<file path="src/rtl/pipe_pkg.sv">
// Shared constants, colours and FSM state type for the pipe drawing/position logic.
package pipe_pkg;

  localparam int SCREEN_W   = 160;
  localparam int SCREEN_H   = 120;
  localparam int PIPE_W_DEF = 8;
  localparam int GAP_H_DEF  = 20;

  localparam logic [2:0] COLOUR_PIPE = 3'b010;
  localparam logic [2:0] COLOUR_BG   = 3'b011;
  localparam logic [2:0] COLOUR_LIP  = 3'b110;

  typedef enum logic [1:0] {
    IDLE   = 2'd0,
    DRAW   = 2'd1,
    FINISH = 2'd2
  } pipe_state_e;

endpackage

</file>
<file path="src/rtl/pipe_pixel_colour.sv">
// Combinational pixel colour for one (col,row) of the pipe relative to the opening top ly.
// Build option PIPE_DRAWER_LIP_EN paints the rows just above/below the opening in the lip colour.
module pipe_pixel_colour
  import pipe_pkg::*;
#(
  parameter int         PIPE_W      = PIPE_W_DEF,
  parameter int         GAP_H       = GAP_H_DEF,
  parameter logic [2:0] PIPE_COLOUR = COLOUR_PIPE,
  parameter logic [2:0] BG_COLOUR   = COLOUR_BG
) (
  input  logic [7:0] col_i,
  input  logic [6:0] row_i,
  input  logic [6:0] ly_i,
  output logic [2:0] colour_o
);

  logic [7:0] row8;
  logic [7:0] gap_lo;
  logic [7:0] gap_hi;
  logic       in_gap;
  logic       is_erase;

  // 8-bit compare so an opening near the bottom clips instead of wrapping to row 0
  assign row8     = {1'b0, row_i};
  assign gap_lo   = {1'b0, ly_i};
  assign gap_hi   = gap_lo + 8'(GAP_H);
  assign in_gap   = (row8 >= gap_lo) && (row8 < gap_hi);
  assign is_erase = (col_i == 8'(PIPE_W));

`ifdef PIPE_DRAWER_LIP_EN
  logic is_lip;
  assign is_lip = ((ly_i != 7'd0) && ((row8 + 8'd1) == gap_lo)) || (row8 == gap_hi);

  always_comb begin
    colour_o = PIPE_COLOUR;
    if (is_erase || in_gap) colour_o = BG_COLOUR;
    else if (is_lip)        colour_o = COLOUR_LIP;
  end
`else
  always_comb begin
    colour_o = PIPE_COLOUR;
    if (is_erase || in_gap) colour_o = BG_COLOUR;
  end
`endif

endmodule

</file>
<file path="src/rtl/pipe_drawer.sv">
// Streams a column-major redraw of the pipe (body, opening, trailing erase column) per game tick edge.
// Latency: first pixel 2 cycles after the tick edge, done 1 cycle after the last; option PIPE_DRAWER_LIP_EN.
module pipe_drawer
  import pipe_pkg::*;
#(
  parameter int         PIPE_W      = PIPE_W_DEF,
  parameter int         GAP_H       = GAP_H_DEF,
  parameter logic [2:0] PIPE_COLOUR = COLOUR_PIPE,
  parameter logic [2:0] BG_COLOUR   = COLOUR_BG
) (
  input  logic       CLOCK_50,
  input  logic       reset,
  input  logic       game_tick,
  input  logic [7:0] pipe_x,
  input  logic [6:0] pipe_y,
  output logic [7:0] vga_x,
  output logic [6:0] vga_y,
  output logic [2:0] colour,
  output logic       plot,
  output logic       busy,
  output logic       done,
  output logic       dropped
);

  localparam logic [7:0] LAST_COL = 8'(PIPE_W);
  localparam logic [6:0] LAST_ROW = 7'(SCREEN_H - 1);

  pipe_state_e state_q, state_d;
  logic [7:0]  lx_q, lx_d;
  logic [6:0]  ly_q, ly_d;
  logic [7:0]  col_q, col_d;
  logic [6:0]  row_q, row_d;
  logic        tick_prev_q;

  logic [7:0]  vga_x_q;
  logic [6:0]  vga_y_q;
  logic [2:0]  colour_q;
  logic        plot_q, busy_q, done_q, dropped_q;

  logic        req;
  logic [8:0]  sx;
  logic [2:0]  pix_colour;

  assign req = game_tick & ~tick_prev_q;
  assign sx  = {1'b0, lx_q} + {1'b0, col_q};

  pipe_pixel_colour #(
    .PIPE_W      (PIPE_W),
    .GAP_H       (GAP_H),
    .PIPE_COLOUR (PIPE_COLOUR),
    .BG_COLOUR   (BG_COLOUR)
  ) u_colour (
    .col_i    (col_q),
    .row_i    (row_q),
    .ly_i     (ly_q),
    .colour_o (pix_colour)
  );

  always_comb begin
    state_d = state_q;
    lx_d    = lx_q;
    ly_d    = ly_q;
    col_d   = col_q;
    row_d   = row_q;
    case (state_q)
      IDLE: begin
        if (req) begin
          state_d = DRAW;
          lx_d    = pipe_x;
          ly_d    = pipe_y;
          col_d   = 8'd0;
          row_d   = 7'd0;
        end
      end
      DRAW: begin
        if (row_q == LAST_ROW) begin
          row_d = 7'd0;
          if (col_q == LAST_COL) state_d = FINISH;
          else                   col_d   = col_q + 8'd1;
        end else begin
          row_d = row_q + 7'd1;
        end
      end
      FINISH:  state_d = IDLE;
      default: state_d = IDLE;
    endcase
  end

  always_ff @(posedge CLOCK_50) begin
    if (reset) begin
      state_q     <= IDLE;
      lx_q        <= 8'd0;
      ly_q        <= 7'd0;
      col_q       <= 8'd0;
      row_q       <= 7'd0;
      tick_prev_q <= 1'b0;
      vga_x_q     <= 8'd0;
      vga_y_q     <= 7'd0;
      colour_q    <= BG_COLOUR;
      plot_q      <= 1'b0;
      busy_q      <= 1'b0;
      done_q      <= 1'b0;
      dropped_q   <= 1'b0;
    end else begin
      state_q     <= state_d;
      lx_q        <= lx_d;
      ly_q        <= ly_d;
      col_q       <= col_d;
      row_q       <= row_d;
      tick_prev_q <= game_tick;
      busy_q      <= (state_d != IDLE);
      done_q      <= (state_q == FINISH);
      dropped_q   <= req && (state_q != IDLE);
      // Off-screen columns are still walked so frame length never depends on pipe_x
      plot_q      <= (state_q == DRAW) && (sx < 9'(SCREEN_W));
      if (state_q == DRAW) begin
        vga_x_q  <= sx[7:0];
        vga_y_q  <= row_q;
        colour_q <= pix_colour;
      end
    end
  end

  assign vga_x   = vga_x_q;
  assign vga_y   = vga_y_q;
  assign colour  = colour_q;
  assign plot    = plot_q;
  assign busy    = busy_q;
  assign done    = done_q;
  assign dropped = dropped_q;

endmodule
</file>
<file path="config.mk">
export PLATFORM = sky130hd
export DESIGN_NAME = pipe_drawer
export DESIGN_NICKNAME = d
export VERILOG_FILES = /design/src/rtl/pipe_pkg.sv /design/src/rtl/pipe_pixel_colour.sv /design/src/rtl/pipe_drawer.sv
export SDC_FILE = /design/constraint.sdc
export NUM_CORES = 1
export LEC_CHECK = 0
export ABC_AREA = 1
export ABC_CLOCK_PERIOD_IN_PS = 2300
export BUFFER_PORTS_ARGS = -buffer_cell sky130_fd_sc_hd__buf_4
export CORE_AREA = 2 2 92 102
export DETAILED_ROUTE_END_ITERATION = 8
export DIE_AREA = 0 0 94 104
export PLACE_DENSITY_LB_ADDON = 0.15
export SYNTH_ARGS = -nofsm -noshare
export SYNTH_HDL_FRONTEND = slang
export SYNTH_HIERARCHICAL = 1
export SYNTH_SLANG_ARGS = --single-unit
</file>
<file path="constraint.sdc">
create_clock -name CLOCK_50 -period 2.3 [get_ports CLOCK_50]
set_clock_uncertainty 0.2 [all_clocks]
set_input_delay 0.115 -clock CLOCK_50 [delete_from_list [all_inputs] [get_ports CLOCK_50]]
set_output_delay 0.115 -clock CLOCK_50 [all_outputs]
set_load 0.01 [all_outputs]
</file>
## After elaboration in Yosys (flattened, before gate mapping)

Cells that the tools add are included.

| word-level totals | value |
|---|---|
| register bits after elaboration | 55 |
| input bits | 18 |
| output and inout port bits | 22 |
| word-level logic and storage cells | 52 |

| cells by class | value |
|---|---|
| add/subtract/negate cells | 4 |
| $lt $le $gt $ge | 3 |
| eq/ne operators | 7 |
| muxes and demuxes | 12 |
| bitwise gates (word level) | 2 |
| reduce and logical (&&, ||, !) cells | 11 |

Operators with widths:

| operator | count |
|---|---|
| 8-bit two-way mux | 3 |
| 8-bit case mux with 2 select lines | 1 |
| 7-bit two-way mux | 2 |
| 7-bit case mux with 2 select lines | 1 |
| 8-bit by 8-bit adder with 9-bit output | 1 |
| 9-bit by 8-bit < comparator with 1-bit output, second input constant | 1 |
| 7-bit by 5-bit adder with 8-bit output, second input constant | 1 |
| 8-bit by 1-bit adder with 8-bit output, second input constant | 1 |
| 8-bit by 4-bit == test with 1-bit output, second input constant | 1 |
| 7-bit by 8-bit < comparator with 1-bit output | 1 |
| 7-bit by 1-bit adder with 7-bit output, second input constant | 1 |
| 7-bit == test, second input constant | 1 |
| 7-bit greater-or-equal comparator | 1 |
| 2-bit two-way mux | 3 |
| 2-bit != test, second input constant | 3 |
| 2-bit nonzero test | 3 |
| 2-bit case mux with 2 select lines | 1 |
| 2-bit AND reduction | 2 |
| 4-bit AND reduction | 1 |
| 1-bit logical AND | 3 |
| 2-bit by 1-bit == test with 1-bit output, second input constant | 1 |
| 2-bit == test, second input constant | 1 |
| 2-bit zero test | 1 |
| 1-bit bitwise AND | 1 |
| 3 further kinds | 3 |

## Logic depth before layout (Yosys ltp)

Gate-level depths: netlist (run 1).

| depth | value |
|---|---|
| depth in word-level cells | 5 |
| gate-level depth with buffers | 12 |
| gate-level depth less buffers | 12 |

## Modules after synthesis

Netlist (run 1), hierarchy kept.

By module, submodules not included:

| module | instances | cells an instance | area an instance (µm²) | seq. area each (µm²) |
|---|---|---|---|---|
| pipe_drawer | 1 | 368 | 2,621.3 | 1,101.1 |
| pipe_pixel_colour | 1 | 73 | 445.4 | 0.0 |

## Least setup slack after synthesis (run 1)

No wires, ideal clock.

| timing path | value |
|---|---|
| path type | register -> register |
| start | reg ly_q[2] |
| end | reg colour_q[0], in the netlist colour[0] |
| setup time | 127 ps |
| arrival time | 1,540 ps |
| required time | 1,973 ps |
| path slack | 433 ps |
| cell stages (with the launch flop) | 11 |
| buffers on the path | 0 |
| path through | dfxtp_1 -> ha_1 -> o21ai_0 -> xor2_1 -> ha_1 -> and3_1 -> nand3_2 -> nand3_1 -> nand2_1 -> nand2_1 -> nand3_1 |

| between the ends | value |
|---|---|
| cells in the longest elaborated chain, start to end | 5 |
| elaborated cells on any way between the ends | 6 |
| those cells by class | 1 x add/sub; 2 x order compare; 1 x mux; 2 x reduce/logical |

Ends and longest elaborated chain:

| what | line | text |
|---|---|---|
| from (decl) | pipe_drawer.sv:30 | `logic [6:0] ly_q, ly_d;` |
| from (signal assigned) | pipe_drawer.sv:107 | `ly_q <= ly_d;` |
| 7-bit by 5-bit adder with 8-bit output | pipe_pixel_colour.sv:26 | `assign gap_hi = gap_lo + 8'(GAP_H);` |
| 7-bit by 8-bit < comparator with 1-bit output | pipe_pixel_colour.sv:27 | `assign in_gap = (row8 >= gap_lo) && (row8 < gap_hi);` |
| 1-bit logical AND (*) | pipe_pixel_colour.sv:27 |  |
| 1-bit logical OR (*) | pipe_pixel_colour.sv:42 | `if (is_erase \|\| in_gap) colour_o = BG_COLOUR;` |
| 1-bit two-way mux (*) | pipe_pixel_colour.sv:42 |  |
| named net pix_colour[0] | pipe_drawer.sv:42 | `logic [2:0] pix_colour;` |
| to (signal assigned) | pipe_drawer.sv:119 | `colour_q <= pix_colour;` |
| to (decl) | pipe_drawer.sv:37 | `logic [2:0] colour_q;` |

Mark *: on every way through the listed nets, which the timed path passes. The rest lies on a longest branch.
A chain may end at the register's enable or synchronous reset.

## Final worst setup path (run 1)

Ends and elaborated chain as after synthesis.

==> results.yml, run 1 <==
clocking:
  htreeDepth: 2
  ctsRootBufferMaster: "clkbuf_8"
  cts_max_path_buffers: 2
  cts_tree: "done"
  post_cts_buffers: 0
  cts_sinks: 55
  clock_latency_ns: 0.31
  clkTransAtPathRegs_ns: 0.11
  cts-buffers-inserted: 5
global_route:
  track_usage_pct: 16.2
  grt_pass1_vias: 2764
  grt_max_degree: 37
  grt_overflow: 0
  grt_pass1_wl_um: 12800
  antenna_found_initial: 0
finish:
  fillers: 942
  layout-drive-gt1-share_pct: 13.7
  layout.nets: 540
  num_antenna_cells: 0
  multiInputGateArea_um2: 1670
  regArea_um2: 1100
  final_util_pct: 42.8
  area.growth.synth_to_final_pct: 22.6
detailed_routing:
  vias: 2817
  drtAntennaViolNets: 0
  wl_um: 7440
  drc: 0
  via_per_inst: 4.60
  drt_iter0_markers: 77
  firstDrtPassIters: 4
  wl_per_cell_um: 12.2
synth:
  post-synth-top-area-cell: "dfxtp_1"
  synth_common_cells: "nand2_1 (99), nor2_1 (65), dfxtp_1 (55), inv_1 (53), o21ai_0 (35)"
  yosysUniqueCellTypes: 38
  yosysWarningCount: 6
  syn_inst: 441
  synth.avg_cell_area_um2: 6.95
  ys_seq_area_share_pct: 35.9
  synth_top_area_share_pct: 35.9
  syn_nets: 484
  synth_most_common_cell: "nand2_1"
  synthFlopType: "dfxtp_1"
  synth-seq-cells: 55
  synth_edf_count: 0
  synthArstFlopShare_pct: 0
  netlist_area_um2: 3070
  synthTopCellsByArea: "dfxtp_1 (36%), nand2_1 (12%), ha_1 (9.8%)"
placed_design:
  place_hpwl_um: 5420
  io_buffers: 39
  gp_congestion: 0.874
sta:
  setup_viol: 0
  hold_viol: 0
  period_needed_ns: 2.00
  fmax_mhz: 500
  fin_crit_sh_pct: 87.0
  maxSlewHeadroom_pct: 62.0
  finalMaxSlewViolations: 0
  rsz0062_at_grt: "false"
  setup_tns_ns: 0
  tightest_slew_ns: 0.570
  whs_ns: 0.294
floorplan:
  ios: 40
  rows: 36
  dieWidth_um: 94
  initial_core_util_pct: 34.9
  core_region_area_um2: 8780
  die_y_um: 104
  floorplan.die_area_um2: 9780
worst_setup_path:
  cp-end-kind: "register"
  start_kind: "register"
  cp.arrival_ns: 1.99
  r2r_setup_slack_ns: 0.30
  crit_fanout: 5
  crit_required_ns: 2.29
  critical_path_class: "reg -> reg"
power:
  power.density_nw_per_um2: 555
  p_leak_nw: 1.83
  vdd_drop_max_mv: 0.282
worst_hold_path:
  holdCritPathClass: "reg -> reg"
flow_run:
  cap_viol_max_count: 0
status:
  outcome: "complete, no violations"
==> critical path, cell delays in order (launching register included) <==
cell and delay, ns:
dfxtp_1 0.36, ha_1 0.23, o21ai_0 0.19, xor2_1 0.10, ha_1 0.31, and3_1 0.17, nand3_2 0.07, nand3_1 0.08
nand2_1 0.05, nand2_1 0.06, nand3_1 0.06
==> path summary, 6_finish.rpt <==
path,from,to,cells after the start
setup / recovery,ly_q[2],colour[0],10
hold / removal,vga_y[2],vga_y[2],2
setup reg to reg,ly_q[2],colour[0],10
hold reg to reg,vga_y[2],vga_y[2],2
==> kinds of logic after synthesis <==
group                      share of synthesized area (%)
DFF                                                 35.9
AOI/OAI and AO/OA                                   12.6
xor gates and xnor gates                            2.28
and+or+nand+nor                                     28.9
adders and majority gates                           10.4
buffers and inverters                               9.63
other                                              0.245
==> stage by stage <==
stage / std cells / cell area (µm²) / setup WS [ns] / power, mW
6_report: 612 / 3760 / 0.300 / 2.09
5_1_grt: 612 / 3760 / 0.135 / 2.23
4_1_cts: 612 / 3760 / 0.280 / 2.12
3_5_place_dp: 586 / 3490 / 0.284 / 1.53
3_3_place_gp: 586 / 3490 / 0.337 / 1.53
2_1_floorplan: 441 / 3070 / 0.433 / 1.37
==> cell usage in the layout (no fill, tap or decap), drive strengths merged, types with 2 or more instances in the layout <==
cell,netlist,routed
clkinv,0,2
dfxtp,55,55
buf,9,47
nand3,22,22
a21o,3,3
ha,24,24
nand2,102,102
o21ai,36,36
nor2,67,67
dlygate4sd3,0,18
conb,2,2
inv,57,58
a21oi,29,29
xor2,7,7
clkbuf,7,5
nor3,4,4
nand4,3,3
nor4,3,3
==> power by group <==
| part | switching (mW) | total [mW] | internal (mW) | leakage (nW) |
|---|---|---|---|---|
| logic | 0.258 | 0.461 | 0.202 | 1.33 |
| clock network | 0.343 | 0.559 | 0.216 | 0.0483 |
| registers | 0.0491 | 1.07 | 1.02 | 0.451 |
| total | 0.650 | 2.09 | 1.44 | 1.83 |
==> registers in the layout, summed over array words and instances, names as in the netlist <==
signal       flops
ly_q             7
row_q            7
tick_prev_q      1
plot             1
lx_q             8
dropped          1
vga_y            7
colour           3
vga_x            8
busy             1
done             1
state_q          2
col_q            8
==> per-layer routing <==
layer | global-route usage (%) | vias up | wire, µm
met5 | 0 | - | 0
met3 | 2.25 | 11 | 189
met2 | 28.9 | 38 | 3730
met1 | 19.8 | 1253 | 3370
met4 | 4.97 | 0 | 148
li1 | - | 1515 | -
==> cell type report <==
cell class	count	area share (%)
Clock buffer	5	1.83
Multi-Input combinational cell	313	44.4
Timing Repair Buffer	65	14.5
Clock inverter	3	0.499
Tap cell	114	3.79
Inverter	57	5.69
Sequential cell	55	29.3
==> timing repair <==
item | CTS | global route
hold buffers | 18 | 0
gates resized for setup | 0 | 0
hold endpoints to repair | 30 | 0
Note: power is estimated with default switching activity, not from simulation.
==> inputs of run 2 (changes only) <==
CTS_BUF_LIST = sky130_fd_sc_hd__clkbuf_4   (was not set)
==> run 2 against run 1 <==
  * Sequential power is essentially flat
  * Die area is the same
  * Clock-buffer cell count is the same
  * Sequential cell count did not move
  * Register-to-register slack is essentially flat
  * Clock power shrank 19%
  * Global-route usage is essentially flat
  * Final cell count unchanged
  * Largest cell class unchanged
==> results.yml, run 2 (synthesis results as in run 1) <==
status:
  outcome: "complete, no violations"
detailed_routing:
  drtAntennaViolNets: 0
  firstDrtPassIters: 4
  wl_per_cell_um: 12.1
  wl_um: 7430
  drt_iter0_markers: 67
  via_per_inst: 4.61
  drc: 0
  vias: 2823
worst_setup_path:
  ff2ff_path_depth: 10
  cp.arrival_ns: 2.08
  slowest_stage: "dfxtp_1"
  crit_fanout: 5
  crit_required_ns: 2.38
  start_kind: "register"
  critPathMaxStageDelay_ns: 0.38
  path_cells: "ha_1 -> o21ai_0 -> xor2_1 -> ha_1 -> and3_1 -> nand3_2 -> nand3_1 -> nand2_1 -> nand2_1 -> nand3_1"
  r2r_start: "ly_q[2]"
  cp-end-kind: "register"
  reg2reg_to: "colour[0]"
  r2r_setup_slack_ns: 0.30
  critical_path_class: "reg -> reg"
power:
  p_leak_nw: 1.81
  vdd_drop_max_mv: 0.268
  power.density_nw_per_um2: 532
finish:
  final_common_cell: "nand2_1"
  area.growth.synth_to_final_pct: 21.6
  num_antenna_cells: 0
  fin_area_um2: 3730
  final_cells: 612
  layout.nets: 540
  final_util_pct: 42.5
  layout-drive-gt1-share_pct: 13.7
  final_cell_mix: "nand2_1 (99), nor2_1 (65), dfxtp_1 (55)"
sta:
  finalMaxSlewViolations: 0
  setup_tns_ns: 0
  setup_viol: 0
  maxSlewHeadroom_pct: 61.8
  hold_viol: 0
  fin_crit_sh_pct: 86.8
  period_needed_ns: 2.00
  rsz0062_at_grt: "false"
  fmax_mhz: 501
  tightest_slew_ns: 0.572
global_route:
  grt_pass1_vias: 2767
  track_usage_pct: 16.2
  grt_overflow: 0
  grt_pass1_wl_um: 12800
  antenna_found_initial: 0
  grt_max_degree: 37
floorplan:
  ios: 40
  floorplan.die_area_um2: 9780
  dieWidth_um: 94
  die_y_um: 104
  core_region_area_um2: 8780
  rows: 36
  initial_core_util_pct: 34.9
clocking:
  ctsRootBufferMaster: "clkbuf_4"
  cts_tree: "done"
  clock_latency_ns: 0.39
  cts_sinks: 55
  cts_max_path_buffers: 2
  clkTransAtPathRegs_ns: 0.17
  cts-buffers-inserted: 5
  htreeDepth: 2
worst_hold_path:
  whs_path_depth: 4
  holdCritPathClass: "in -> reg"
  hold_start: "pipe_y[4]"
  hold_path_end: "ly_q[4]"
placed_design:
  io_buffers: 39
  dpl_cell_area_um2: 3490
  place_hpwl_um: 5420
  dp.cells: 586
  gp_congestion: 0.874
flow_run:
  cap_viol_max_count: 0
==> run 2: changes by cell type in the layout (fill, tap and decap cells not counted) <==
| cell | previous run | this run |
|---|---|---|
| clkbuf_8 | 5 | 0 |
| clkbuf_4 | 0 | 5 |
==> run 2: layout make-up <==
cell class                      instances  area, µm²
Inverter                               57        214
Multi-Input combinational cell        313       1670
Clock buffer                            5       37.5
Clock inverter                          3       18.8
Fill cell                             946       5050
Timing Repair Buffer                   65        546
Sequential cell                        55       1100
Tap cell                              114        143
==> run 2: routing by layer <==
layer | vias up | share of wire, % | global-route usage (%)
li1 | 1517 | - | -
met2 | 39 | 51 | 29.4
met4 | 0 | 1.6 | 4.55
met1 | 1259 | 46 | 19.6
met3 | 8 | 2.2 | 2.25
met5 | - | 0 | 0
==> run 2: critical path: cells and delay by family, from the launching register on <==
kind,cells,cell delay [ns]
AOI/OAI and AO/OA,1,0.19
and+or+nand+nor,6,0.49
DFF,1,0.38
adders and majority gates,2,0.54
xor gates and xnor gates,1,0.10
==> run 2: through the flow <==
step                      power (mW)  hold WS [ns]  worst slack, ns
after detailed placement        1.53         0.136            0.284
final                           1.98         0.275            0.303
after CTS                       2.01         0.262            0.273
after floorplan                 1.37        0.0220            0.433
after global routing            2.12         0.265            0.128
after global placement          1.53         0.126            0.337
==> run 2: what timing repair did <==
action | 4_1_cts | 5_1_grt
resized for setup | 0 | 0
hold buffers | 18 | 0
endpoints found under the hold margin | 30 | 0
setup buffers | 0 | 0
==> run 2: where the power goes <==
part           leakage (nW)  switching (mW)  internal [mW]  total (mW)
Clock                0.0354           0.331          0.121       0.452
Sequential            0.451          0.0490           1.02        1.07
Combinational          1.33           0.259          0.202       0.461
==> run 2: worst max path at each step <==
stage | cells after the start | from | slack [ns] | endpoint
2_1_floorplan | 10 | ly_q[2] | 0.43 | colour[0]
3_3_place_gp | 10 | ly_q[2] | 0.34 | colour[0]
3_5_place_dp | 10 | ly_q[2] | 0.28 | colour[0]
4_1_cts | 10 | ly_q[2] | 0.27 | colour[0]
5_1_grt | 11 | ly_q[2] | 0.13 | colour[0]
6_report | 10 | ly_q[2] | 0.30 | colour[0]
==> inputs of run 3 (changes only) <==
CORE_AREA = 2 2 72 80   (was 2 2 92 102)
DIE_AREA = 0 0 74 82   (was 0 0 94 104)
==> run 3 against run 2 <==
  * Sequential share of layout area grew 0.42 points
  * Utilization up 27 points
  * Die area down 38%
  * Largest power group unchanged
==> results.yml, run 3 (synthesis results as in run 1) <==
status:
  outcome: "complete, no violations"
flow_run:
  cap_viol_max_count: 0
detailed_routing:
  drc: 0
  via_per_inst: 5.08
  drtAntennaViolNets: 0
  vias: 2915
  drt_iter0_markers: 124
  wl_per_cell_um: 12.7
  firstDrtPassIters: 4
  wl_um: 7280
clocking:
  cts_sinks: 55
  post_cts_buffers: 0
  cts_tree: "done"
  ctsRootBufferMaster: "clkbuf_4"
  clock_latency_ns: 0.37
  cts-buffers-inserted: 5
  cts_max_path_buffers: 2
  clkTransAtPathRegs_ns: 0.15
  cts_resized: 0
  holdBufCountCts: 18
  htreeDepth: 2
finish:
  num_antenna_cells: 0
  final_cell_mix: "nand2_1 (99), nor2_1 (65), dfxtp_1 (55)"
  layout.nets: 541
  area.growth.synth_to_final_pct: 19.9
  multiInputGateArea_um2: 1670
  fillers: 466
  final_common_cell: "nand2_1"
  layout-drive-gt1-share_pct: 13.8
  regArea_um2: 1100
sta:
  hold_viol: 0
  rsz0062_at_grt: "false"
  period_needed_ns: 2.05
  setup_viol: 0
  finalMaxSlewViolations: 0
  fin_crit_sh_pct: 89.0
  setup_tns_ns: 0
  whs_ns: 0.293
  fmax_mhz: 489
global_route:
  grt_overflow: 0
  track_usage_pct: 25.9
  grt_pass1_wl_um: 12100
  grt_max_degree: 21
  grt_pass1_vias: 2750
  antenna_found_initial: 0
placed_design:
  gp_congestion: 0.885
  io_buffers: 39
  place_hpwl_um: 5180
worst_setup_path:
  crit_fanout: 5
  start_kind: "register"
  cp.arrival_ns: 2.17
  cp-end-kind: "register"
  crit_required_ns: 2.43
  r2r_setup_slack_ns: 0.25
  critical_path_class: "reg -> reg"
floorplan:
  rows: 28
  initial_core_util_pct: 58.0
  die_y_um: 82
  core_region_area_um2: 5290
  floorplan.die_area_um2: 6070
  dieWidth_um: 74
  ios: 40
power:
  p_sw_mw: 0.596
  vdd_drop_max_mv: 0.268
  pwr-share-clk_pct: 22.2
  p_int_mw: 1.36
  finalPower_mw: 1.96
  switching_share_pct: 30.4
  p_leak_nw: 1.82
  seqPwrFrac_pct: 54.6
  pwr-share-comb_pct: 23.3
  power.density_nw_per_um2: 533
worst_hold_path:
  holdCritPathClass: "in -> reg"
## run 3: cell count changes in the layout (fill, tap and decap cells not counted)
cell      previous run  this run
buf_4               46        48
buf_12               1         0
inv_6                1         0
clkbuf_4             5         7
clkinv_2             2         1
## run 3: stage by stage
| step | setup slack, ns | util [%] | instance area, µm² | instances |
|---|---|---|---|---|
| floorplan | 0.433 | - | 3070 | 441 |
| global placement | 0.386 | 65.0 | 3440 | 548 |
| detailed placement | 0.299 | 65.0 | 3440 | 548 |
| CTS | 0.266 | 69.5 | 3680 | 574 |
| global route | 0.105 | 69.5 | 3680 | 574 |
| finish | 0.254 | 69.5 | 3680 | 574 |
## run 3: layer usage
metal	vias to the layer above	track usage, %	wire [µm]
li1	1513	-	-
met5	-	0	0
met1	1321	29.3	2980
met4	0	9.45	176
met3	14	4.05	345
met2	67	48.2	3780
## run 3: path summary, 6_finish.rpt
kind	startpoint	endpoint	depth (start not counted)
worst min-delay path	pipe_y[4]	ly_q[4]	4
worst max register to register	ly_q[2]	colour[0]	11
worst max-delay path	ly_q[2]	colour[0]	11
worst min register to register	colour[1]	colour[1]	2
## run 3: critical path: stages (launching register included)
cell and delay (ns):
dfxtp_1 0.38, ha_1 0.24, o21ai_0 0.21, xor2_1 0.18
ha_1 0.27, a21oi_1 0.16, nand2_1 0.06, nand2_1 0.06
nand3_1 0.07, nand2_1 0.06, nand2_1 0.05, nand3_1 0.06
## run 3: final cells by class
| type | count | area share (%) |
|---|---|---|
| multi-input cells | 313 | 45.4 |
| flip-flops and latches | 55 | 29.9 |
| repair buffers | 66 | 14.7 |
| inverters | 57 | 5.82 |
| well taps | 75 | 2.55 |
| clock buffers | 7 | 1.43 |
| clock inverters | 1 | 0.136 |
## run 3: power by group through the flow
stage / combinational (mW) / sequential [mW] / clock, mW
after floorplan: 0.269 / 1.10 / 0
after global placement: 0.421 / 1.09 / 0
after detailed placement: 0.430 / 1.09 / 0
after CTS: 0.455 / 1.07 / 0.456
after global routing: 0.514 / 1.08 / 0.495
final: 0.456 / 1.07 / 0.434
